==> src/rtl/usb_rx_bit_frontend.sv <==
// usb_rx_bit_frontend
// USB full-speed receive bit front end. Synchronises D+/D-, NRZI-decodes on
// each sample strobe, strips stuffed bits, frames packets (SYNC .. EOP) and
// assembles LSB-first words of DATA_W bits. All outputs are registered; every
// pulse lasts one clk and follows the strobe edge that caused it.
//
// state     | meaning
// ----------+-----------------------------------------------------------
// IDLE      | bus idle, waiting for the first K of a SYNC pattern
// SYNC      | collecting decoded bits until KJKJKJKK is recognised
// DATA      | payload: de-stuffing, word assembly, SE0/SE1 detection
// EOP_WAIT  | counting SE0 samples, expecting J to close the packet
// ABORT     | error seen; ignoring line until SE0 followed by J
module usb_rx_bit_frontend #(
  parameter int DATA_W    = 8,
  parameter int STUFF_LEN = 6,
  parameter int SE0_MIN   = 2
) (
  input  logic              clk,
  input  logic              rst,
  input  logic              d_plus,
  input  logic              d_minus,
  input  logic              sample_en,
  output logic              d_orig,
  output logic              bit_valid,
  output logic [DATA_W-1:0] data,
  output logic              data_valid,
  output logic              sop,
  output logic              eop,
  output logic              rx_err,
  output logic              rx_active
);

  localparam int BW = $clog2(DATA_W);
  localparam int OW = $clog2(STUFF_LEN + 1);

  localparam logic [1:0] LS_SE0 = 2'b00;
  localparam logic [1:0] LS_K   = 2'b01;
  localparam logic [1:0] LS_J   = 2'b10;

  localparam logic [2:0] ST_IDLE     = 3'd0;
  localparam logic [2:0] ST_SYNC     = 3'd1;
  localparam logic [2:0] ST_DATA     = 3'd2;
  localparam logic [2:0] ST_EOP_WAIT = 3'd3;
  localparam logic [2:0] ST_ABORT    = 3'd4;

  // Index of the last SYNC-state sample before giving up (16 samples).
  localparam logic [4:0] SYNC_LAST = 5'd15;

  logic dp_meta, dp_sync, dm_meta, dm_sync;

  logic [1:0] line_st;
  logic       line_jk;
  logic       dec_bit;

  logic [2:0]        state, state_n;
  logic [1:0]        prev_ls, prev_ls_n;
  logic [2:0]        sync_zeros, sync_zeros_n;
  logic [4:0]        sync_cnt, sync_cnt_n;
  logic [OW-1:0]     ones_cnt, ones_cnt_n;
  logic [BW-1:0]     bit_cnt, bit_cnt_n;
  logic [DATA_W-1:0] asm_reg, asm_n;
  logic [1:0]        se0_cnt, se0_cnt_n;
  logic              abort_se0, abort_se0_n;

  logic              d_orig_n, bit_valid_n, data_valid_n;
  logic              sop_n, eop_n, rx_err_n, rx_active_n;
  logic [DATA_W-1:0] data_n;

  // Two-flop synchroniser on the raw line; resets to the idle J state.
  always_ff @(posedge clk) begin
    if (rst) begin
      dp_meta <= 1'b1;
      dp_sync <= 1'b1;
      dm_meta <= 1'b0;
      dm_sync <= 1'b0;
    end else begin
      dp_meta <= d_plus;
      dp_sync <= dp_meta;
      dm_meta <= d_minus;
      dm_sync <= dm_meta;
    end
  end

  // Classify the synchronised line and NRZI-decode against the last J/K sample.
  always_comb begin
    line_st = {dp_sync, dm_sync};
    line_jk = (line_st == LS_J) || (line_st == LS_K);
    dec_bit = (line_st == prev_ls);
  end

  // Next-state and output logic; nothing but the pulses moves without a strobe.
  always_comb begin
    state_n      = state;
    prev_ls_n    = prev_ls;
    sync_zeros_n = sync_zeros;
    sync_cnt_n   = sync_cnt;
    ones_cnt_n   = ones_cnt;
    bit_cnt_n    = bit_cnt;
    asm_n        = asm_reg;
    se0_cnt_n    = se0_cnt;
    abort_se0_n  = abort_se0;
    d_orig_n     = d_orig;
    data_n       = data;
    rx_active_n  = rx_active;
    bit_valid_n  = 1'b0;
    data_valid_n = 1'b0;
    sop_n        = 1'b0;
    eop_n        = 1'b0;
    rx_err_n     = 1'b0;

    if (sample_en) begin
      if (line_jk) begin
        prev_ls_n = line_st;
        d_orig_n  = dec_bit;
      end

      case (state)
        ST_IDLE: begin
          if (line_st == LS_K) begin
            state_n      = ST_SYNC;
            // A cleared 8-bit window holds only zeros, so it already counts
            // as a full run of seven preceding zeros.
            sync_zeros_n = 3'd7;
            sync_cnt_n   = '0;
          end
        end

        ST_SYNC: begin
          // Window == 8'h80 means the newest bit is 1 and the seven before it
          // are 0, so tracking the trailing zero run is sufficient.
          if (line_st == LS_SE0) begin
            state_n = ST_IDLE;
          end else if (line_jk && dec_bit && (sync_zeros == 3'd7)) begin
            state_n     = ST_DATA;
            sop_n       = 1'b1;
            rx_active_n = 1'b1;
            bit_cnt_n   = '0;
            ones_cnt_n  = '0;
          end else begin
            if (line_jk) begin
              if (dec_bit) begin
                sync_zeros_n = 3'd0;
              end else if (sync_zeros != 3'd7) begin
                sync_zeros_n = sync_zeros + 3'd1;
              end
            end
            if (sync_cnt == SYNC_LAST) begin
              state_n = ST_IDLE;
            end else begin
              sync_cnt_n = sync_cnt + 5'd1;
            end
          end
        end

        ST_DATA: begin
          if (line_st == LS_SE0) begin
            state_n   = ST_EOP_WAIT;
            se0_cnt_n = 2'd1;
          end else if (!line_jk) begin
            rx_err_n    = 1'b1;
            state_n     = ST_ABORT;
            abort_se0_n = 1'b0;
          end else if (ones_cnt == OW'(STUFF_LEN)) begin
            if (dec_bit) begin
              rx_err_n    = 1'b1;
              state_n     = ST_ABORT;
              abort_se0_n = 1'b0;
            end else begin
              ones_cnt_n = '0;
            end
          end else begin
            ones_cnt_n         = dec_bit ? (ones_cnt + 1'b1) : '0;
            bit_valid_n        = 1'b1;
            // Writing by position gives the same word as shifting into the
            // MSB, and every position is rewritten before each word completes.
            asm_n[bit_cnt]     = dec_bit;
            if (bit_cnt == BW'(DATA_W - 1)) begin
              data_n       = asm_n;
              data_valid_n = 1'b1;
              bit_cnt_n    = '0;
            end else begin
              bit_cnt_n = bit_cnt + 1'b1;
            end
          end
        end

        ST_EOP_WAIT: begin
          case (line_st)
            LS_SE0: begin
              if (se0_cnt != 2'd3) begin
                se0_cnt_n = se0_cnt + 2'd1;
              end
            end
            LS_J: begin
              if (se0_cnt >= 2'(SE0_MIN)) begin
                eop_n       = 1'b1;
                rx_active_n = 1'b0;
                state_n     = ST_IDLE;
              end else begin
                rx_err_n    = 1'b1;
                state_n     = ST_ABORT;
                abort_se0_n = 1'b0;
              end
            end
            default: begin
              rx_err_n    = 1'b1;
              state_n     = ST_ABORT;
              abort_se0_n = 1'b0;
            end
          endcase
        end

        ST_ABORT: begin
          case (line_st)
            LS_SE0: abort_se0_n = 1'b1;
            LS_J: begin
              if (abort_se0) begin
                eop_n       = 1'b1;
                rx_active_n = 1'b0;
                state_n     = ST_IDLE;
                abort_se0_n = 1'b0;
              end
            end
            default: abort_se0_n = 1'b0;
          endcase
        end

        default: state_n = ST_IDLE;
      endcase
    end
  end

  // Register FSM state, counters and all outputs; reset overrides everything.
  always_ff @(posedge clk) begin
    if (rst) begin
      state      <= ST_IDLE;
      prev_ls    <= LS_J;
      sync_zeros <= '0;
      sync_cnt   <= '0;
      ones_cnt   <= '0;
      bit_cnt    <= '0;
      asm_reg    <= '0;
      se0_cnt    <= '0;
      abort_se0  <= 1'b0;
      d_orig     <= 1'b1;
      bit_valid  <= 1'b0;
      data       <= '0;
      data_valid <= 1'b0;
      sop        <= 1'b0;
      eop        <= 1'b0;
      rx_err     <= 1'b0;
      rx_active  <= 1'b0;
    end else begin
      state      <= state_n;
      prev_ls    <= prev_ls_n;
      sync_zeros <= sync_zeros_n;
      sync_cnt   <= sync_cnt_n;
      ones_cnt   <= ones_cnt_n;
      bit_cnt    <= bit_cnt_n;
      asm_reg    <= asm_n;
      se0_cnt    <= se0_cnt_n;
      abort_se0  <= abort_se0_n;
      d_orig     <= d_orig_n;
      bit_valid  <= bit_valid_n;
      data       <= data_n;
      data_valid <= data_valid_n;
      sop        <= sop_n;
      eop        <= eop_n;
      rx_err     <= rx_err_n;
      rx_active  <= rx_active_n;
    end
  end

endmodule

==> config.mk <==
export PLATFORM = sky130hd
export DESIGN_NAME = usb_rx_bit_frontend
export DESIGN_NICKNAME = d
export VERILOG_FILES = /design/src/rtl/usb_rx_bit_frontend.sv
export SDC_FILE = /design/constraint.sdc
export NUM_CORES = 1
export LEC_CHECK = 0
export BUFFER_PORTS_ARGS = -buffer_cell sky130_fd_sc_hd__buf_2
export CAP_MARGIN = 20
export CORE_ASPECT_RATIO = 1.2
export CORE_MARGIN = 3
export CORE_UTILIZATION = 55
export CTS_BUF_LIST = sky130_fd_sc_hd__clkbuf_4 sky130_fd_sc_hd__clkbuf_8
export CTS_CLUSTER_SIZE = 24
export DETAILED_ROUTE_END_ITERATION = 16
export GPL_TIMING_DRIVEN = 1
export PLACE_DENSITY = 0.86
export RECOVER_POWER = 50
export SLEW_MARGIN = 20
export SYNTH_ARGS = -nofsm -noshare
export SYNTH_HDL_FRONTEND = slang
export SYNTH_SLANG_ARGS = --single-unit
==> constraint.sdc <==
create_clock -name clk -period 3.3 [get_ports clk]
set_clock_uncertainty 0.05 [all_clocks]
set_input_delay 0.165 -clock clk [delete_from_list [all_inputs] [get_ports clk]]
set_output_delay 0.165 -clock clk [all_outputs]
set_load 0.1 [all_outputs]
==> Word-level counts from Yosys, hierarchy flattened <==
Cells that the tools add are included.
{ "totals": {"in_bits": 5, "elab_cells": 174, "output_inout_bits": 15, "register_bits": 49} }
{ "classes": {"n_reduce_logical": 26, "mux": 75, "bitwise": 6, "n_addsub": 5, "eq_ne": 38, "n_lt_le_gt_ge": 3} }
{ "op_table": {"columns": ["op", "n"], "rows": [
  ["3-bit 2-to-1 mux", 28],
  ["2-bit != test (second input constant)", 18],
  ["7-bit AND reduction", 4],
  ["1-bit 2-to-1 mux", 25],
  ["3-bit case mux with 2 select lines", 4],
  ["5-bit 2-to-1 mux", 4],
  ["3-bit != test (second input constant)", 6],
  ["8-bit AND reduction", 2],
  ["3-bit case mux with 5 select lines", 1],
  ["3-bit == test (second input constant)", 4],
  ["4-bit != test (second input constant)", 3],
  ["6-bit AND reduction", 2],
  ["5-bit case mux with 2 select lines", 1],
  ["5-bit AND reduction", 2],
  ["3-bit by 1-bit adder with 3-bit output (second input constant)", 3],
  ["8-bit bitwise mux", 1],
  ["1-bit case mux with 2 select lines", 4],
  ["3-bit by 2-bit == test with 1-bit output (second input constant)", 2],
  ["2-bit 2-to-1 mux", 3],
  ["1-bit inverter", 6],
  ["1-bit case mux with 3 select lines", 2],
  ["2-bit nonzero test", 3],
  ["3-bit nonzero test", 2],
  ["6-bit OR reduction", 1],
  ["other kinds (20)", 22]
]} }

==> Longest topological paths before layout <==
Gate-level depths: netlist (run 1).
{ "logic_depth": {"depth_word": 7, "ltp_mapped": 10, "mapped_depth_nobuf": 8} }

==> Worst setup path after synthesis (run 1) <==
Ideal clock, no wire load.
{ "synth_path": {"path_type": "reg-to-reg", "start": "register dm_sync", "end": "register data[1]", "setup_time_ns": 0.086, "path_stages_with_launch": 11, "n_path_buf": 3, "period_less_slack_ns": 2.296, "arrival_ns": 2.161, "t_required_ns": 3.164, "setup_slack_ns": 1.004, "path_cell_list": "dfxtp_1 -> inv_1 -> ha_1 -> clkbuf_1 -> a21boi_0 -> nor3b_2 -> and2_1 -> buf_2 -> buf_2 -> nor2_1 -> a211oi_1"} }
{ "synth_via": {"elab_chain_cells": 3, "elab_cells_between_ends": 8, "classes_between": "eq/ne (3); mux (1); bitwise (1); reduce/logical (3)"} }
{ "synth_lines": {"columns": ["item", "line_no", "text"], "rows": [
  ["start, declared", "50", "logic dp_meta, dp_sync, dm_meta, dm_sync;"],
  ["start signal, assigned", "81", "dm_sync <= dm_meta;"],
  ["2-bit == test, or another cell as far along", "88", "line_jk = (line_st == LS_J) || (line_st == LS_K);"],
  ["1-bit logical OR / 1-bit inverter (equally long branches)", null, null],
  ["6-bit AND reduction (no source line)", null, null],
  ["end signal, assigned", "266", "data <= data_n;"],
  ["end, declared", "26", "output logic [DATA_W-1:0] data,"]
]} }
Parallel ways exist; a longest one is shown, timed or not.
A chain may end at the register's enable or synchronous reset.

==> Final worst setup path (run 1) <==
{ "layout_path": {"start": "register dm_sync", "end": "register data[4]"} }
The elaborated chain is that of the path after synthesis.

==> impl_metrics.csv, run 1 <==
group,metric,value,unit
yosys,syn_nets,325,
yosys,synthFlopType,"dfxtp_1",
power_and_ir_drop,pwr-share-comb,0.075,
yosys,async_flop_share,0,
route,via_count,2225,
power_and_ir_drop,p_clk_frac,0.348,
power_and_ir_drop,max-vdd-ir-drop,0.000234,V
final_layout,layout_common_cells,"dfxtp_1, nor2_1, nand2_1",
floorplan,die_w,68.2,µm
worst_setup_path,required,3450,ps
route,vias_per_cell,5.95,
route,drt_pre_antenna_iters,4,
power_and_ir_drop,switching_share,0.239,
sta,final.min_clock_period,2730,ps
yosys,yosysWarnings,0,
sta,fmax,366,MHz
sta,finalSetupViolCount,0,
power_and_ir_drop,powerDensity,379,nW/µm²
worst_setup_path,rr_startpoint,"dm_sync",
floorplan,core,4360,µm²
clocking,cts_buffers,5,
sta,layout_setup_ws,569,ps
route,antenna_left,0,
final_layout,layout_commonest_cell,"dfxtp_1",
clocking,clkSinkCount,49,
sta,setup_tns,0,ps
final_layout,area_growth,7.20,%
clocking,htreeDepth,2,
clocking,cts-root-buf,"clkbuf_8",
floorplan,rows,26,
place,dp_hpwl,3640,µm
worst_setup_path,cp-start-kind,"flip-flop",
worst_setup_path,end_kind,"flip-flop",
route,wl,5250,µm
floorplan,start_util,0.586,
floorplan,die_h,80.6,µm
yosys,synth_cells,307,
yosys,synth-edff-count,0,
floorplan,die_area,5500,µm²
worst_setup_path,worstPathMaxFanout,16,
place,routabilityCongestion,0.874,
clocking,cts_tree,"done",
grt,use_met1,0.256,
floorplan,io_pins,20,
route,initialDrtViolationCount,129,
yosys,avgSynthCellArea,8.32,µm²
sta,hold_viol,0,
route,drc_errors,0,
final_layout,layout-drive-gt1-share,0.0723,
worst_setup_path,rrSetupSlack,570,ps
power_and_ir_drop,power.switching,248,µW
grt,grt_max_degree,28,
worst_hold_path,hp-start,"d_minus",
run_status,status,"finished, final reports clean",
worst_setup_path,timing.rr.end,"data[4]",
worst_setup_path,worstSetupPathType,"reg -> reg",
yosys,ys_ff_latch,49,
grt,top_usage_layer,"met2",
final_layout,antenna_cells,0,
clocking,clkLatencyLatePin,300,ps
place,place_ws,661,ps
grt,grt_pass1_vias,2030,
worst_hold_path,holdCritPathClass,"in -> reg",
worst_hold_path,hold_depth,2,
sta,min_period_over_period,0.828,
grt,antenna_found_initial,0,
final_layout,multi_input_area,1450,µm²
clocking,clkTransAtPathRegs,80,ps
grt,grt_pass1_wl,8960,µm
power_and_ir_drop,p_leak,1.03,nW
sta,report.final.slew_viol_count,0,
yosys,yosysSeqAreaShare,0.384,
power_and_ir_drop,seqPwrFrac,0.577,
clocking,cts.path.max_buffers,2,
yosys,synth_area,2550,µm²
power_and_ir_drop,internal-power,790,µW
grt,grt_use_met2,0.353,
worst_hold_path,whs_endpoint,"dm_meta",
clocking,post_cts_buffers,0,
sta,max_slew_margin,0.188,
route,wl_per_cell,14.0,µm
worst_setup_path,reg2reg_depth,8,
yosys,synth.distinct_cells,51,
final_layout,ff_latch_area,981,µm²
final_layout,fillers,385,
grt,grtUsageMet3,0.0420,
place,io_buffers,19,
sta,hold-worst-slack,28.0,ps
sta,rsz0062_at_grt,"false",
clocking,hold_buffers,1,
grt,grt.total_usage,0.211,
clocking,post_cts_resized,0,
final_layout,nets,336,
sta,tightest_slew,1220,ps
flow_run,drv_cap,0,
worst_setup_path,crit_arrival,2880,ps
grt,grt.overflow.total,0,
==> critical path, stage by stage (launching register included) <==
cell,delay [ps]
dfxtp_1,390
inv_1,90
ha_1,440
a21boi_0,390
nor3b_1,230
buf_4,220
and2_1,480
nor2_1,80
a311oi_1,250
==> synth_stat cells (4+ instances only) <==
library cell   n  share of area
o21ai_0        8          0.016
or2_2          4         0.0098
nand2b_1       5          0.012
clkbuf_1      17          0.025
ha_1          13          0.064
nand2_1       30          0.044
and3_1         4         0.0098
mux2i_1       14          0.055
nor2_1        39          0.057
nor3_1         6          0.012
dfxtp_1       49           0.38
a21oi_1       18          0.035
a211oi_1      11          0.032
inv_1          9          0.013
nand3_1       14          0.027
nor2b_1        8          0.020
==> layer usage <==
metal	up-vias	share of wire
met5	-	0
met4	0	0.017
met3	10	0.043
met2	52	0.49
met1	1053	0.45
li1	1110	-
==> kinds of logic after synthesis <==
group,count (synthesis),share of synthesized area
XOR/XNOR,2,0.00686
buffers and inverters,30,0.0470
AND/OR/NAND/NOR,136,0.269
adder cells (fa/ha/maj),13,0.0637
multiplexers,14,0.0549
flip-flops,49,0.384
AO/OA/AOI/OAI,63,0.174
==> final cells by class <==
type	count	share of cell area
Tap cell	56	0.0256
Sequential cell	49	0.358
Timing Repair Buffer	25	0.0420
Clock buffer	7	0.0329
Inverter	9	0.0123
Multi-Input combinational cell	228	0.529
==> power groups by stage <==
stage / Clock [mW] / Combinational, mW / Sequential [mW]
after detailed placement: 0 / 0.0769 / 0.613
after CTS: 0.369 / 0.0783 / 0.599
after global routing: 0.390 / 0.0847 / 0.600
after floorplan: 0 / 0.0496 / 0.622
final: 0.361 / 0.0779 / 0.599
after global placement: 0 / 0.0756 / 0.613
==> per-stage QoR <==
| step | power [mW] | cell area [µm²] | util | std cells |
|---|---|---|---|---|
| 5_1_grt | 1.08 | 2740 | 0.628 | 374 |
| 3_5_place_dp | 0.690 | 2670 | 0.613 | 366 |
| 4_1_cts | 1.05 | 2770 | 0.635 | 374 |
| 3_3_place_gp | 0.688 | 2670 | 0.613 | 366 |
| 2_1_floorplan | 0.672 | 2550 | - | 307 |
| 6_report | 1.04 | 2740 | 0.628 | 374 |
==> how the worst max path moves through the flow <==
stage / startpoint / to / slack (ps) / cells past startpoint
after floorplan: dm_sync / data[1] / 1000 / 10
after global placement: dp_sync / data[3] / 740 / 8
after detailed placement: dm_sync / data[4] / 660 / 8
after CTS: dm_sync / data[4] / 640 / 8
after global routing: dm_sync / data[4] / 260 / 8
final: dm_sync / data[4] / 570 / 8
(Power assumes the default switching activity.)
==> run 2, diff against run 1 <==
- ABC_AREA: unset -> 1
- PLACE_DENSITY: 0.86 -> 0.89
- clock period: 3.3 -> 2.4 ns (I/O delays scaled with it)
==> run 2 against run 1 <==
Setup slack worse by 180 ps; total power up 41%; wire length up 8.4%; hold slack better by 120 ps; cell area up 5.4%; global-route usage up 0.58 points; critical path type unchanged; largest cell class unchanged; largest power group unchanged.
==> impl_metrics.csv, run 2 <==
group,metric,value,unit
route,via_count,2511,
floorplan,start_util,0.579,
yosys,syn_nets,404,
sta,min_period_over_period,0.839,
clocking,clkLatencyLatePin,310,ps
sta,final.min_clock_period,2010,ps
worst_setup_path,endpoint,"sync_zeros[0]",
worst_setup_path,slowest_delay,400,ps
floorplan,io_pins,20,
clocking,htreeDepth,2,
route,antenna_left,0,
worst_setup_path,cpMostUsedCell,"nand2_1",
worst_setup_path,cp-start-kind,"flip-flop",
grt,grt_max_degree,23,
worst_hold_path,holdCritPathClass,"in -> reg",
route,vias_per_cell,5.40,
sta,tightest_slew,1180,ps
worst_setup_path,end_kind,"flip-flop",
yosys,yosysMostFrequentCell,"nand2_1",
worst_setup_path,required,2550,ps
worst_setup_path,setup.worst_path.start,"dm_sync",
yosys,avgSynthCellArea,6.99,µm²
route,drt_pre_antenna_iters,5,
clocking,clkTransAtPathRegs,80,ps
floorplan,core,4660,µm²
grt,antenna_found_initial,0,
yosys,synth.largest_area_cell,"dfxtp_1",
sta,rsz0062_at_grt,"false",
clocking,cts-root-buf,"clkbuf_8",
route,drc_errors,0,
yosys,synth_area,2700,µm²
floorplan,die_area,5790,µm²
clocking,cts_buffers,5,
yosys,synthTopCellsByCount,"nand2_1, nor2_1, dfxtp_1",
power_and_ir_drop,max-vdd-ir-drop,0.000369,V
final_layout,layout_commonest_cell,"nand2_1",
place,dp_hpwl,4280,µm
grt,use_met1,0.241,
power_and_ir_drop,powerDensity,508,nW/µm²
yosys,synth_cells,386,
yosys,synth-edff-count,0,
final_layout,layout-drive-gt1-share,0.0909,
worst_setup_path,crit_arrival,2160,ps
sta,report.final.slew_viol_count,0,
final_layout,area_growth,6.95,%
yosys,synth.distinct_cells,33,
grt,grt_pass1_wl,10200,µm
grt,top_usage_layer,"met2",
grt,grt.overflow.total,0,
sta,finalSetupViolCount,0,
sta,setup_tns,0,ps
yosys,synthFlopType,"dfxtp_1",
grt,grt_use_met2,0.401,
worst_setup_path,rrSetupSlack,390,ps
worst_setup_path,rr_startpoint,"dm_sync",
power_and_ir_drop,p_leak,1.31,nW
clocking,cts_tree,"done",
worst_setup_path,worstSetupPathType,"reg -> reg",
yosys,yosysSeqAreaShare,0.363,
grt,grt.total_usage,0.217,
worst_setup_path,path_cells,"inv_1, ha_1, nand2_1, inv_1, nand3_1, nand2_1, nand2_1, nand3_1, nand2_1, nand2_1, nor2_1",
yosys,synth.top_cell.area_share,0.363,
worst_setup_path,cp_slowest_cell,"ha_1",
yosys,ys_ff_latch,49,
clocking,cts.path.max_buffers,2,
worst_setup_path,worstPathMaxFanout,7,
grt,grtUsageMet3,0.0472,
power_and_ir_drop,p_total,1.47,mW
place,routabilityCongestion,0.901,
run_status,status,"finished, final reports clean",
final_layout,fin_util,0.619,
floorplan,die_h,82.7,µm
sta,fmax,496,MHz
worst_setup_path,reg2reg_depth,11,
yosys,yosysWarnings,0,
yosys,async_flop_share,0,
final_layout,layout_common_cells,"nand2_1, nor2_1, dfxtp_1",
flow_run,drv_cap,0,
route,wl_per_cell,12.2,µm
place,io_buffers,19,
sta,hold_viol,0,
yosys,synth_area_leaders,"dfxtp_1, nand2_1, nor2_1",
sta,max_slew_margin,0.220,
final_layout,fillers,439,
clocking,clkSinkCount,49,
floorplan,die_w,69.9,µm
final_layout,antenna_cells,0,
route,initialDrtViolationCount,159,
worst_setup_path,timing.rr.end,"sync_zeros[0]",
floorplan,rows,27,
grt,grt_pass1_vias,2351,
final_layout,nets,424,
route,wl,5700,µm
-- run 2: worst min path at each step --
stage          endpoint  cells past startpoint  slack, ps  startpoint
3_5_place_dp    dp_meta                      2        270      d_plus
3_3_place_gp    dp_meta                      2        250      d_plus
2_1_floorplan   dp_meta                      1        170      d_plus
5_1_grt             eop                      3        160   sample_en
6_report            eop                      3        150   sample_en
4_1_cts             eop                      3        140   sample_en
-- run 2: where the power goes --
part / internal [mW] / switching, mW
Sequential: 0.824 / 0.00982
Combinational: 0.0338 / 0.0970
Clock: 0.234 / 0.268
-- run 2: what timing repair did --
action,in CTS,in global routing
endpoints found under the hold margin,2,0
setup buffers,0,0
gates resized for setup,0,0
hold buffers,2,0
-- run 2: area by class of cell --
class                   count  area [µm²]  area share
repair buffers             22         104      0.0360
multi-input cells         278        1450       0.501
well taps                  58        72.6      0.0251
clock buffers               6        82.6      0.0286
inverters                  50         188      0.0650
clock inverters             2        13.8     0.00477
flip-flops and latches     49         981       0.340
-- run 2: cell families after synthesis --
family                     Yosys count  share of synthesized area
AOI/OAI and AO/OA                   61                      0.124
xor gates and xnor gates             2                    0.00649
adders and majority gates           13                     0.0603
buffers and inverters               59                     0.0923
DFF                                 49                      0.363
and+or+nand+nor                    202                      0.354
-- run 2: stage by stage --
stage | cell area [µm²] | hold slack [ps] | worst slack [ps] | std cells
2_1_floorplan | 2700 | 174 | 634 | 386
3_5_place_dp | 2810 | 268 | 453 | 455
6_report | 2890 | 147 | 386 | 465
3_3_place_gp | 2810 | 254 | 559 | 455
5_1_grt | 2890 | 159 | 181 | 465
4_1_cts | 2930 | 141 | 452 | 465
-- run 2: worst max-delay path, delay by kind of cell (launching register included) --
family | cells | cell delay (ps)
adder cells (fa/ha/maj) | 1 | 400
AND/OR/NAND/NOR | 8 | 920
buffers and inverters | 2 | 160
flip-flops | 1 | 380
-- run 2: per-layer routing --
| layer | vias to the layer above | share of wire |
|---|---|---|
| met2 | 88 | 0.49 |
| met3 | 18 | 0.065 |
| met4 | 0 | 0.028 |
| li1 | 1279 | - |
| met5 | - | 0 |
| met1 | 1126 | 0.41 |
==> run 3, diff against run 2 <==
- ABC_AREA: 1 -> 0
- clock period: 2.4 -> 1.7 ns (I/O delays scaled with it)
==> run 3 against run 2 <==
Clock-buffer cell count decreased by 1; critical path type unchanged; setup slack got worse by 790 ps; sequential share of layout area decreased by 8.0 points; maximum frequency decreased by 4.5%; largest cell class unchanged; first-iteration DRC count increased by 110%; sequential cell count unchanged; cell area increased by 32%; critical path depth decreased by 3; largest power group unchanged; non-clock buffer count increased by 72; the flow now finishes with violations (negative setup slack).
==> impl_metrics.csv, run 3 (synthesis gave the netlist of run 1 again) <==
group,metric,value,unit
route,wl_per_cell,21.3,µm
grt,antenna_found_initial,0,
final_layout,final_cell_area,3820,µm²
grt,grt_pass1_vias,2883,
power_and_ir_drop,power.switching,623,µW
worst_setup_path,crit_arrival,2250,ps
sta,max_slew_margin,0.672,
run_status,status,"finished, violations left",
worst_setup_path,cp-start-kind,"flip-flop",
grt,grt_max_degree,19,
sta,rsz0062_at_grt,"true",
place,dp_hpwl,4510,µm
power_and_ir_drop,powerDensity,575,nW/µm²
worst_hold_path,hp-start,"rst",
sta,tightest_slew,495,ps
grt,grt.overflow.total,0,
place,io_buffers,19,
route,drc_errors,0,
sta,hold_viol,0,
run_status,failed_checks,"negative setup slack",
final_layout,nets,406,
power_and_ir_drop,p_clk_frac,0.328,
route,vias_per_cell,6.55,
worst_setup_path,worstSetupPathType,"reg -> reg",
sta,report.final.slew_viol_count,0,
route,drt_pre_antenna_iters,7,
worst_setup_path,slowest_delay,480,ps
worst_hold_path,holdCritPathClass,"in -> reg",
clocking,clkLatencyLatePin,310,ps
clocking,cts_tree,"done",
worst_setup_path,cp_slowest_cell,"or4_4",
final_layout,fin_cells,445,
route,initialDrtViolationCount,331,
sta,fmax,474,MHz
route,via_count,2915,
clocking,clkTransAtPathRegs,100,ps
clocking,cts.path.max_buffers,2,
clocking,cts-root-buf,"clkbuf_8",
worst_setup_path,rr_startpoint,"dp_sync",
clocking,cts_buffers,5,
route,antenna_left,0,
worst_setup_path,end_kind,"flip-flop",
final_layout,layout-drive-gt1-share,0.476,
place,routabilityCongestion,0.859,
worst_setup_path,required,1840,ps
final_layout,area_growth,49.6,%
route,wl,9500,µm
flow_run,drv_cap,0,
place,placedInstanceArea,3130,µm²
final_layout,antenna_cells,0,
worst_setup_path,setup.worst_path.start,"dp_sync",
power_and_ir_drop,pwr-share-comb,0.140,
floorplan,core,4360,µm²
place,place_ws,-351,ps
power_and_ir_drop,p_leak,1.53,nW
power_and_ir_drop,max-vdd-ir-drop,0.000593,V
final_layout,layout_common_cells,"buf_4, dfxtp_1, nor2_1",
floorplan,die_area,5500,µm²
power_and_ir_drop,switching_share,0.284,
place,dpl.cell_count,415,
power_and_ir_drop,seqPwrFrac,0.531,
grt,grt_pass1_wl,13500,µm
worst_setup_path,path_cells,"inv_2, ha_4, buf_6, nand2_4, or4_4, a21oi_4, mux2i_1, nor2_1",
clocking,clkSinkCount,49,
sta,min_period_over_period,1.24,
floorplan,io_pins,20,
floorplan,start_util,0.586,
sta,hold-worst-slack,130,ps
grt,grt.total_usage,0.330,
final_layout,layout_commonest_cell,"buf_4",
worst_setup_path,worstPathMaxFanout,4,
power_and_ir_drop,internal-power,1.57,mW
clocking,htreeDepth,2,
sta,finalSetupViolCount,37,
floorplan,die_w,68.2,µm
floorplan,die_h,80.6,µm
sta,layout_setup_ws,-408,ps
floorplan,rows,26,
sta,final.min_clock_period,2110,ps
[run 3: cell types whose count changed in the layout (fill, tap and decap cells not counted), sizes merged, moves of 8 or more]
cell,change
buf,+87
clkbuf,-16
inv,-40
mux2i,+14
nand2,-63
nand3,-12
nor2,-31
nor2b,+8
o21ai,-21
[run 3: power by group through the flow]
stage | clock network (mW) | logic, mW | registers [mW]
6_report | 0.721 | 0.308 | 1.17
3_5_place_dp | 0 | 0.210 | 1.19
2_1_floorplan | 0 | 0.110 | 1.21
3_3_place_gp | 0 | 0.205 | 1.19
5_1_grt | 0.761 | 0.317 | 1.17
4_1_cts | 0.718 | 0.257 | 1.16
[run 3: repair_timing]
action	in CTS	in global routing
setup buffers	17	4
gates cloned	1	0
gates resized for setup	69	37
endpoints found under the setup margin	33	41
hold endpoints to repair	2	0
pin swaps	24	20
hold buffers	2	0
[run 3: area by class of cell]
| type | count | area [µm²] |
|---|---|---|
| multi-input combinational | 229 | 1880 |
| timing repair buffer | 94 | 749 |
| sequential | 49 | 992 |
| clock inverter | 3 | 21.3 |
| inverter | 9 | 33.8 |
| tap | 56 | 70.1 |
| clock buffer | 5 | 68.8 |
| fill | 175 | 539 |
[run 3: per-stage QoR]
step	power (mW)	util	setup TNS, ps
2_1_floorplan	1.32	-	-5670
3_3_place_gp	1.40	0.717	-4030
3_5_place_dp	1.40	0.717	-5560
4_1_cts	2.14	0.834	-5750
5_1_grt	2.24	0.876	-11700
6_report	2.20	0.876	-10200
[run 3: critical path: cells and delay by family, from the launching register on]
| family | cells | cell delay, ps |
|---|---|---|
| flip-flops | 1 | 360 |
| AND/OR/NAND/NOR | 3 | 600 |
| multiplexers | 1 | 270 |
| AO/OA/AOI/OAI | 1 | 230 |
| adder cells (fa/ha/maj) | 1 | 300 |
| buffers and inverters | 2 | 170 |
[run 3: final timing paths]
check	endpoint	slack [ps]	depth (start not counted)
setup reg to reg	ones_cnt[1]	-410	8
hold / removal	state[1]	130	2
setup / recovery	ones_cnt[1]	-410	8
hold reg to reg	dp_sync	390	1
[run 3: routing by layer]
metal | track usage | vias up | wire, µm
met5 | 0 | - | 0
met4 | 0.195 | 0 | 798
met3 | 0.0545 | 99 | 720
met2 | 0.596 | 221 | 4710
met1 | 0.346 | 1343 | 3270
li1 | - | 1252 | -
